File: src/rtl/uart_pkg.sv
// Shared UART definitions used by both the Tx PISO and the Rx SIPO.
// Covers parity encodings, Rx state encoding, the captured frame configuration and parity helpers.
package uart_pkg;

  localparam logic [1:0] PAR_NONE0 = 2'b00;
  localparam logic [1:0] PAR_ODD   = 2'b01;
  localparam logic [1:0] PAR_EVEN  = 2'b10;
  localparam logic [1:0] PAR_NONE1 = 2'b11;

  localparam int DEFAULT_OVERSAMPLE = 16;

  typedef enum logic [2:0] {
    RX_IDLE,
    RX_START,
    RX_DATA,
    RX_PARITY,
    RX_STOP,
    RX_DONE
  } rxState_t;

  typedef struct packed {
    logic [1:0] parityType;
    logic       stopBits;
    logic       dataLength;
  } rxConfig_t;

  function automatic logic parityEnabled(input logic [1:0] parityType);
    return !((parityType == PAR_NONE0) || (parityType == PAR_NONE1));
  endfunction

  // Unused upper data bits are zero in 7-bit mode, so XOR over all 8 bits is safe.
  function automatic logic expectedParity(input logic [7:0] data, input logic [1:0] parityType);
    return (parityType == PAR_ODD) ? ~(^data) : (^data);
  endfunction

endpackage

File: src/rtl/uart_rx_sync.sv
// Metastability synchroniser for the asynchronous Rx line plus a 1-to-0 edge detector.
// Edge detection runs on every Clock, independent of the sample tick.
module uart_rx_sync #(
  parameter int SYNC_STAGES = 2
) (
  input  logic Clock,
  input  logic ResetN,
  input  logic RxIn,
  output logic RxS,
  output logic FallEdge
);

  logic [SYNC_STAGES-1:0] syncReg;
  logic                   prevRxS;

  // Stages reset to 1 so a freshly released design sees an idle line.
  for (genvar gi = 0; gi < SYNC_STAGES; gi++) begin : g_sync
    if (gi == 0) begin : g_first
      always_ff @(posedge Clock) begin
        if (!ResetN) syncReg[gi] <= 1'b1;
        else         syncReg[gi] <= RxIn;
      end
    end else begin : g_next
      always_ff @(posedge Clock) begin
        if (!ResetN) syncReg[gi] <= 1'b1;
        else         syncReg[gi] <= syncReg[gi-1];
      end
    end
  end

  assign RxS = syncReg[SYNC_STAGES-1];

  always_ff @(posedge Clock) begin
    if (!ResetN) prevRxS <= 1'b1;
    else         prevRxS <= RxS;
  end

  assign FallEdge = prevRxS & ~RxS;

endmodule

File: src/rtl/uart_rx_sipo.sv
// UART receive SIPO: oversampled start/data/parity/stop recovery with error flags.
// Frame configuration is captured at start detection so mid-frame changes are ignored.
module uart_rx_sipo
  import uart_pkg::*;
#(
  parameter int OVERSAMPLE  = DEFAULT_OVERSAMPLE,
  parameter int SYNC_STAGES = 2
) (
  input  logic       Clock,
  input  logic       ResetN,
  input  logic       SampleTick,
  input  logic       RxIn,
  input  logic [1:0] ParityType,
  input  logic       StopBits,
  input  logic       DataLength,
  output logic [7:0] RxData,
  output logic       DataValid,
  output logic       ParityError,
  output logic       StopError,
  output logic       ActiveFlag,
  output logic       DoneFlag
);

  localparam int TICK_W = $clog2(OVERSAMPLE);
  localparam logic [TICK_W-1:0] TICK_MID  = TICK_W'(OVERSAMPLE / 2 - 1);
  localparam logic [TICK_W-1:0] TICK_LAST = TICK_W'(OVERSAMPLE - 1);
  localparam logic [TICK_W-1:0] TICK_ONE  = TICK_W'(1);

  logic rxS;
  logic fallEdge;

  uart_rx_sync #(
    .SYNC_STAGES(SYNC_STAGES)
  ) u_sync (
    .Clock   (Clock),
    .ResetN  (ResetN),
    .RxIn    (RxIn),
    .RxS     (rxS),
    .FallEdge(fallEdge)
  );

  rxState_t          state;
  rxConfig_t         cfg;
  logic [TICK_W-1:0] tickCnt;
  logic [2:0]        bitIdx;
  logic [7:0]        shiftReg;
  logic              parErr;
  logic              stopErr;

  logic       bitEnd;
  logic [2:0] lastDataBit;
  logic [2:0] lastStopBit;

  // bitEnd marks the mid-bit sample point, one full bit period after the previous one.
  assign bitEnd      = SampleTick && (tickCnt == TICK_LAST);
  assign lastDataBit = cfg.dataLength ? 3'd7 : 3'd6;
  assign lastStopBit = cfg.stopBits ? 3'd1 : 3'd0;

  always_ff @(posedge Clock) begin
    if (!ResetN) begin
      state       <= RX_IDLE;
      cfg         <= '0;
      tickCnt     <= '0;
      bitIdx      <= '0;
      shiftReg    <= '0;
      parErr      <= 1'b0;
      stopErr     <= 1'b0;
      RxData      <= '0;
      DataValid   <= 1'b0;
      ParityError <= 1'b0;
      StopError   <= 1'b0;
      ActiveFlag  <= 1'b0;
      DoneFlag    <= 1'b1;
    end else begin
      DataValid <= 1'b0;
      case (state)
        RX_IDLE: begin
          if (fallEdge) begin
            state   <= RX_START;
            tickCnt <= '0;
            cfg     <= '{parityType: ParityType, stopBits: StopBits, dataLength: DataLength};
          end
        end

        RX_START: begin
          if (SampleTick) begin
            if (tickCnt == TICK_MID) begin
              if (rxS) begin
                state <= RX_IDLE;
              end else begin
                state      <= RX_DATA;
                ActiveFlag <= 1'b1;
                DoneFlag   <= 1'b0;
                tickCnt    <= '0;
                bitIdx     <= '0;
                shiftReg   <= '0;
                parErr     <= 1'b0;
                stopErr    <= 1'b0;
              end
            end else begin
              tickCnt <= tickCnt + TICK_ONE;
            end
          end
        end

        RX_DATA: begin
          if (SampleTick) tickCnt <= bitEnd ? '0 : tickCnt + TICK_ONE;
          if (bitEnd) begin
            shiftReg[bitIdx] <= rxS;
            if (bitIdx == lastDataBit) begin
              bitIdx <= '0;
              state  <= parityEnabled(cfg.parityType) ? RX_PARITY : RX_STOP;
            end else begin
              bitIdx <= bitIdx + 3'd1;
            end
          end
        end

        RX_PARITY: begin
          if (SampleTick) tickCnt <= bitEnd ? '0 : tickCnt + TICK_ONE;
          if (bitEnd) begin
            if (rxS != expectedParity(shiftReg, cfg.parityType)) parErr <= 1'b1;
            state <= RX_STOP;
          end
        end

        // Finish at the last stop mid-sample so the next start edge is never missed.
        RX_STOP: begin
          if (SampleTick) tickCnt <= bitEnd ? '0 : tickCnt + TICK_ONE;
          if (bitEnd) begin
            if (!rxS) stopErr <= 1'b1;
            if (bitIdx == lastStopBit) begin
              state <= RX_DONE;
            end else begin
              bitIdx <= bitIdx + 3'd1;
            end
          end
        end

        RX_DONE: begin
          DataValid   <= 1'b1;
          RxData      <= shiftReg;
          ParityError <= parErr;
          StopError   <= stopErr;
          ActiveFlag  <= 1'b0;
          DoneFlag    <= 1'b1;
          // A start edge landing in this cycle would vanish before IDLE could see it.
          if (fallEdge) begin
            state   <= RX_START;
            tickCnt <= '0;
            cfg     <= '{parityType: ParityType, stopBits: StopBits, dataLength: DataLength};
          end else begin
            state <= RX_IDLE;
          end
        end

        default: state <= RX_IDLE;
      endcase
    end
  end

endmodule

File: config.mk
export PLATFORM = sky130hd
export DESIGN_NAME = uart_rx_sipo
export DESIGN_NICKNAME = d
export VERILOG_FILES = /design/src/rtl/uart_pkg.sv /design/src/rtl/uart_rx_sync.sv /design/src/rtl/uart_rx_sipo.sv
export SDC_FILE = /design/constraint.sdc
export NUM_CORES = 1
export LEC_CHECK = 0
export CAP_MARGIN = 20
export CORE_MARGIN = 1.5
export CORE_UTILIZATION = 62
export DETAILED_ROUTE_END_ITERATION = 16
export DONT_BUFFER_PORTS = 1
export GPL_TIMING_DRIVEN = 0
export PLACE_DENSITY = 0.79
export SYNTH_ARGS = -nofsm -noshare
export SYNTH_HDL_FRONTEND = slang
export SYNTH_SLANG_ARGS = --single-unit
File: constraint.sdc
create_clock -name Clock -period 2.3 [get_ports Clock]
set_clock_uncertainty 0.05 [all_clocks]
set_input_delay 0.46 -clock Clock [delete_from_list [all_inputs] [get_ports Clock]]
set_output_delay 0.46 -clock Clock [all_outputs]
set_load 0.005 [all_outputs]
==> results of run 1 <==
==> flip-flops by register name (all words and copies together) (netlist names) <==
| register | count |
|---|---|
| RxData | 8 |
| shiftReg | 8 |
| cfg | 4 |
| tickCnt | 4 |
| bitIdx | 3 |
| state | 3 |
| ActiveFlag | 1 |
| DataValid | 1 |
| DoneFlag | 1 |
| ParityError | 1 |
| StopError | 1 |
| parErr | 1 |
| stopErr | 1 |
| u_sync.RxS | 1 |
| u_sync.prevRxS | 1 |
| u_sync.syncReg | 1 |
==> worst max-delay path: cells and delay by family, from the launching register on <==
kind | cells | cell delay (ns)
AO/OA/AOI/OAI | 2 | 0.22
adder cells (fa/ha/maj) | 1 | 0.29
AND/OR/NAND/NOR | 3 | 0.99
flip-flops | 1 | 0.39
==> cell families after synthesis <==
| kind of cell | share of synthesized area (%) |
|---|---|
| simple gates | 24.81 |
| xor+xnor | 5.211 |
| compound gates | 21.84 |
| buf+inv | 4.094 |
| fa+ha+maj | 1.861 |
| mux | 2.481 |
| flops | 39.70 |
==> power by group through the flow <==
stage,Sequential (mW),Clock (mW),Combinational (mW)
2_1_floorplan,0.719,0,0.0767
3_3_place_gp,0.720,0,0.0928
3_5_place_dp,0.720,0,0.0948
4_1_cts,0.705,0.372,0.0954
5_1_grt,0.706,0.408,0.105
6_report,0.705,0.370,0.0963
==> Yosys cell counts (3+ instances only) <==
master    number
dfxtp_1       40
a21oi_1       19
nand2_1       16
nor2_1        13
o21ai_0       13
xnor2_1       12
a22o_1        10
nand3_1       10
nand2b_1       7
and2_1         6
buf_2          6
inv_1          6
nor2b_1        6
nor3_1         6
clkbuf_1       5
mux2i_1        5
a31oi_1        4
o21a_1         4
ha_1           3
o21ai_1        3
or3_1          3
==> through the flow <==
stage	cell area (um2)	setup WS, ns
after floorplan	2017	0.4934
after CTS	2133	0.2978
after detailed placement	2072	0.3233
final	2133	0.2917
after global routing	2133	0.1432
after global placement	2072	0.3589
==> layout by cell type (no fill, tap or decap), types with 2 or more instances in the layout <==
master    count
nor2_1       13
a31oi_1       4
or3_1         3
nand3b_1      2
o211ai_1      2
nand2_1      16
o21ai_0      13
o21a_1        4
o31ai_1       2
or3b_1        2
o311ai_1      2
dfxtp_1      40
nor3_1        6
inv_1         6
xnor2_1      12
clkbuf_1      5
nor2b_1       6
ha_1          3
buf_2         6
nor3b_1       2
mux2i_1       5
clkbuf_4      5
a22o_1       10
nand4_1       2
a21oi_1      19
nand3_1      10
clkinv_2      2
o21ai_1       3
and2_1        6
nand2b_1      7
==> final cells by class <==
type,instances,area (um2)
Tap cell,44,55.05
Clock buffer,6,51.30
Inverter,7,26.28
Buffer,12,56.30
Sequential cell,40,800.8
Fill cell,248,944.7
Clock inverter,2,10.01
Multi-Input combinational cell,173,1134
==> per-layer routing <==
metal | global-route usage [%] | wire (um) | up-vias | part of all wire [%]
li1 | - | - | 848 | -
met1 | 29.80 | 1865 | 800 | 44
met2 | 42.70 | 2091 | 44 | 50
met3 | 7.359 | 191 | 6 | 4.6
met4 | 8.571 | 44 | 0 | 1.0
met5 | 0 | 0 | - | 0
==> how the worst max path moves through the flow <==
stage | slack (ns) | startpoint | cells after the start | endpoint
after floorplan | 0.49 | tickCnt[0] | 6 | bitIdx[2]
after global placement | 0.36 | tickCnt[0] | 6 | bitIdx[2]
after detailed placement | 0.32 | tickCnt[0] | 6 | bitIdx[2]
after CTS | 0.30 | tickCnt[0] | 6 | bitIdx[2]
after global routing | 0.14 | tickCnt[0] | 6 | bitIdx[2]
final | 0.29 | tickCnt[0] | 6 | bitIdx[2]
==> impl_metrics.ini, run 1 <==
[outcome]
outcome = finished, final reports clean

[clock_tree]
ctsRootBufferMaster = clkbuf_4
clock_path_buffers = 2
h-tree-depth = 2
cts.repair.resized = 0
clkSinkCount = 40
clock_latency_ns = 0.34
postCtsSetupRepairBufs = 0
clk_pin_slew_ns = 0.12
numCtsBuffers = 5
cts_tree = done
postCtsHoldBufs = 0

[drt]
routed_via_density = 5.979
drtAntennaViolNets = 0
drt_iter0_drc = 81
avgRoutedWirePerCell_um = 14.76
firstDrtPassIters = 4
drc_errors = 0
wl_um = 4192
via_count = 1698

[worst_setup_path]
end_kind = flop
start_kind = flop
path_class = flop to flop
reg2reg_to = bitIdx[2]
ff2ff_setup_slack_ns = 0.29
critPathMaxStageDelay_ns = 0.50
cp.arrival_ns = 2.25
crit_path_top_delay_cell = or4b_1
crit_chain = ha_1 > and4b_1 > and2_1 > a21oi_2 > or4b_1 > a21oi_1
r2r-start = tickCnt[0]
ff2ff_path_depth = 6
required_ns = 2.54
crit_fanout = 7

[floorplanning]
core-area_um2 = 3078
start_util_pct = 65.53
num_rows = 20
dieArea_um2 = 3604
pin_count = 21
fp.dieH_um = 60.04
dieWidth_um = 60.04

[sta]
grt_setup_unrepaired = false
worstMarginPinSlew_ns = 0.5289
slew_violations = 0
max_freq_mhz = 497.9
relSlewSlack_pct = 64.74
setup_violations = 0
holdWs_ns = 0.1292
post-route-period-util_pct = 87.32
hold_violations = 0
fin_tns_setup_ns = 0
fin_crit_ns = 2.008

[cells_and_area]
final_util_pct = 69.31
nNetsFinal = 250
layout-drive-gt1-share_pct = 10.00
diodes = 0
layout.cells.non_filler = 284
syn2layout_area_growth_pct = 5.769

[min_path]
holdPathStages = 1
min_from = ResetN
worstHoldPathType = input pin to flop
min_to = u_sync.prevRxS

[pwr]
vdd_drop_max_mv = 0.3409
power_frac_comb_pct = 8.2
total_power_mw = 1.171
swShare_pct = 24.65
intPower_uw = 882.2
p_leak_nw = 0.7479
clkPwrFrac_pct = 31.6
pwr-share-seq_pct = 60.2
power_switching_uw = 288.6
powerDensity_nw_per_um2 = 548.8

[global_routing]
overflow = 0
grt_max_degree = 13
antenna_found_initial = 0
grt_pass1_vias = 1543
grt_util_all_layers_pct = 25.03
grt_pass1_wl_um = 6727

[placement]
hpwl_um = 3171
gp_congestion = 0.8968
dp.cells = 276
portBuffers = 0

[yosys]
synth_edf_count = 0
netlist-cell-type-count = 49
synth.ff_latch_count = 40
synth_top_area_share_pct = 39.70
synthesis.area_um2 = 2017
synth_cells = 232
synth.net_count = 243
yosysTopAreaCell = dfxtp_1
synthTopCellsByArea = dfxtp_1 (40%), xnor2_1 (5.2%), a21oi_1 (4.7%), a22o_1 (4.3%), o21ai_0 (3.2%)
async_flop_share_pct = 0
ys_seq_area_share_pct = 39.70
synth_flop_cell = dfxtp_1
synth_area_per_cell_um2 = 8.694
yosysWarnings = 0

[run]
maxCapViolCount = 0
Note: power is estimated with default switching activity, not from simulation.
==> inputs of run 2 (changes only) <==
- CORE_MARGIN: 1.5 -> 10
- SYNTH_HIERARCHICAL: unset -> 1
==> impl_metrics.ini, run 2 <==
[clock_tree]
cts_tree = done
clock_latency_ns = 0.36
postCtsSetupRepairBufs = 0
cts.repair.resized = 0
clock_path_buffers = 2
clkSinkCount = 40
h-tree-depth = 2
numCtsBuffers = 5
clk_pin_slew_ns = 0.12
ctsRootBufferMaster = clkbuf_4
postCtsHoldBufs = 0

[sta]
fin_crit_ns = 2.053
hold_violations = 0
holdWs_ns = 0.1283
fin_tns_setup_ns = 0
slew_violations = 0
post-route-period-util_pct = 89.26
setup_violations = 0
relSlewSlack_pct = 62.20
worstMarginPinSlew_ns = 0.5670
max_freq_mhz = 487.1
grt_setup_unrepaired = false

[drt]
wl_um = 4816
avgRoutedWirePerCell_um = 15.89
drc_errors = 0
via_count = 1827
routed_via_density = 6.030
firstDrtPassIters = 5
drt_iter0_drc = 222
drtAntennaViolNets = 0

[yosys]
yosysWarnings = 6
synthTopCellsByArea = dfxtp_1 (37%), mux2i_1 (7.8%), nor2_1 (6.4%), a21oi_1 (3.7%), nand2b_1 (2.9%)
synth.net_count = 260
synthesis.area_um2 = 2176
synth_top_area_share_pct = 36.80
netlist-cell-type-count = 55
synth_cells = 249
ys_seq_area_share_pct = 36.80
synth_area_per_cell_um2 = 8.738
synth_flop_cell = dfxtp_1
synth_edf_count = 0
async_flop_share_pct = 0
synth.most_common_cell = dfxtp_1
synth_common_cells = dfxtp_1 (40), nor2_1 (37), mux2i_1 (17), a21oi_1 (16), nand2_1 (12)
yosysTopAreaCell = dfxtp_1
synth.ff_latch_count = 40

[global_routing]
overflow = 0
grt_pass1_wl_um = 7941
grt_util_all_layers_pct = 15.56
grt_pass1_vias = 1671
antenna_found_initial = 0
grt_max_degree = 14

[pwr]
total_power_mw = 1.390
vdd_drop_max_mv = 0.4686
p_leak_nw = 0.9136
powerDensity_nw_per_um2 = 598.0

[cells_and_area]
diodes = 0
final_area_um2 = 2323
syn2layout_area_growth_pct = 6.786
mostFrequentLayoutCell = dfxtp_1
final_cell_mix = dfxtp_1 (40), nor2_1 (37), mux2i_1 (17), a21oi_1 (16), nand2_1 (12)
layout.cells.non_filler = 303
fill_cells = 292
nNetsFinal = 267
top_regs = RxData (8), shiftReg (8)
layout-drive-gt1-share_pct = 12.84

[worst_setup_path]
crit_buf_inv = 1
start_kind = flop
crit_family = simple AND/OR/NAND/NOR gates
r2r-start = tickCnt[0]
crit_chain = ha_1 > and4_1 > buf_2 > nand4_1 > or3_1 > a21oi_1
ff2ff_setup_slack_ns = 0.25
cp.arrival_ns = 2.29
critPathMaxStageDelay_ns = 0.40
crit_cells = 6
end_kind = flop
required_ns = 2.54
crit_fanout = 9
crit_path_top_delay_cell = or3_1
ff2ff_path_depth = 6
startpoint = tickCnt[0]
path_class = flop to flop

[placement]
dpl_cell_area_um2 = 2233
gp_congestion = 0.8628
dp.cells = 295
portBuffers = 0
hpwl_um = 3525

[floorplanning]
core-area_um2 = 3363
dieArea_um2 = 6279
pin_count = 21
fp.dieH_um = 79.24
start_util_pct = 64.69
num_rows = 21
dieWidth_um = 79.24

[min_path]
holdPathStages = 1
worstHoldPathType = input pin to flop
min_from = ResetN

[run]
maxCapViolCount = 0

[outcome]
outcome = finished, final reports clean
[run 2: changes by cell type after synthesis, moves of 3 or more]
| cell | delta |
|---|---|
| a21oi_1 | -3 |
| a22o_1 | -10 |
| and2_1 | -4 |
| buf_2 | +3 |
| mux2i_1 | +12 |
| nand2_1 | -4 |
| nand2b_1 | +3 |
| nand3_1 | -3 |
| nor2_1 | +24 |
| nor3_1 | -3 |
| xnor2_1 | -5 |
| xor2_1 | +3 |
[run 2: final timing paths]
kind,endpoint
hold / removal,u_sync/syncReg[0]
setup / recovery,shiftReg[1]
setup reg to reg,shiftReg[1]
hold reg to reg,u_sync/RxS
[run 2: final cells by class]
class                           count  area, um2  area share, %
Clock inverter                      2      38.79          1.669
Tap cell                           46      57.56          2.477
Inverter                            6      22.52         0.9693
Multi-Input combinational cell    185       1255          54.01
Buffer                             18      97.59          4.200
Clock buffer                        6      51.30          2.208
Sequential cell                    40      800.8          34.46
[run 2: worst register-to-register path: cells and delay by family, from the launching register on]
family                   cells  cell delay (ns)
flip-flops                   1             0.39
adder cells (fa/ha/maj)      1             0.33
AND/OR/NAND/NOR              3             0.89
AO/OA/AOI/OAI                1             0.16
buffers and inverters        1             0.17
[run 2: cell families after synthesis]
kind of cell,Yosys count,synth area share (%)
simple gates,97,24.84
mux,17,7.820
buf+inv,24,5.520
compound gates,57,18.23
fa+ha+maj,3,1.725
flops,40,36.80
xor+xnor,11,5.061
[run 2: metal layers]
layer | routed length (um) | GRT usage, %
met5 | 0 | 0
met4 | 53 | 4.839
met3 | 423 | 6.081
met2 | 2106 | 22.35
met1 | 2233 | 20.78
[run 2: power by group]
group	switching, mW	leakage, nW	total [mW]	internal [mW]
Clock	0.243	0.0484	0.503	0.261
Sequential	0.00660	0.323	0.709	0.703
Combinational	0.100	0.542	0.177	0.0766
[run 2: stage by stage]
| step | utilization, % | worst slack [ns] |
|---|---|---|
| 3_3_place_gp | 66.41 | 0.3715 |
| 3_5_place_dp | 66.41 | 0.3595 |
| 5_1_grt | 69.08 | 0.1378 |
| 6_report | 69.08 | 0.2471 |
| 2_1_floorplan | - | 0.6382 |
| 4_1_cts | 69.08 | 0.3242 |
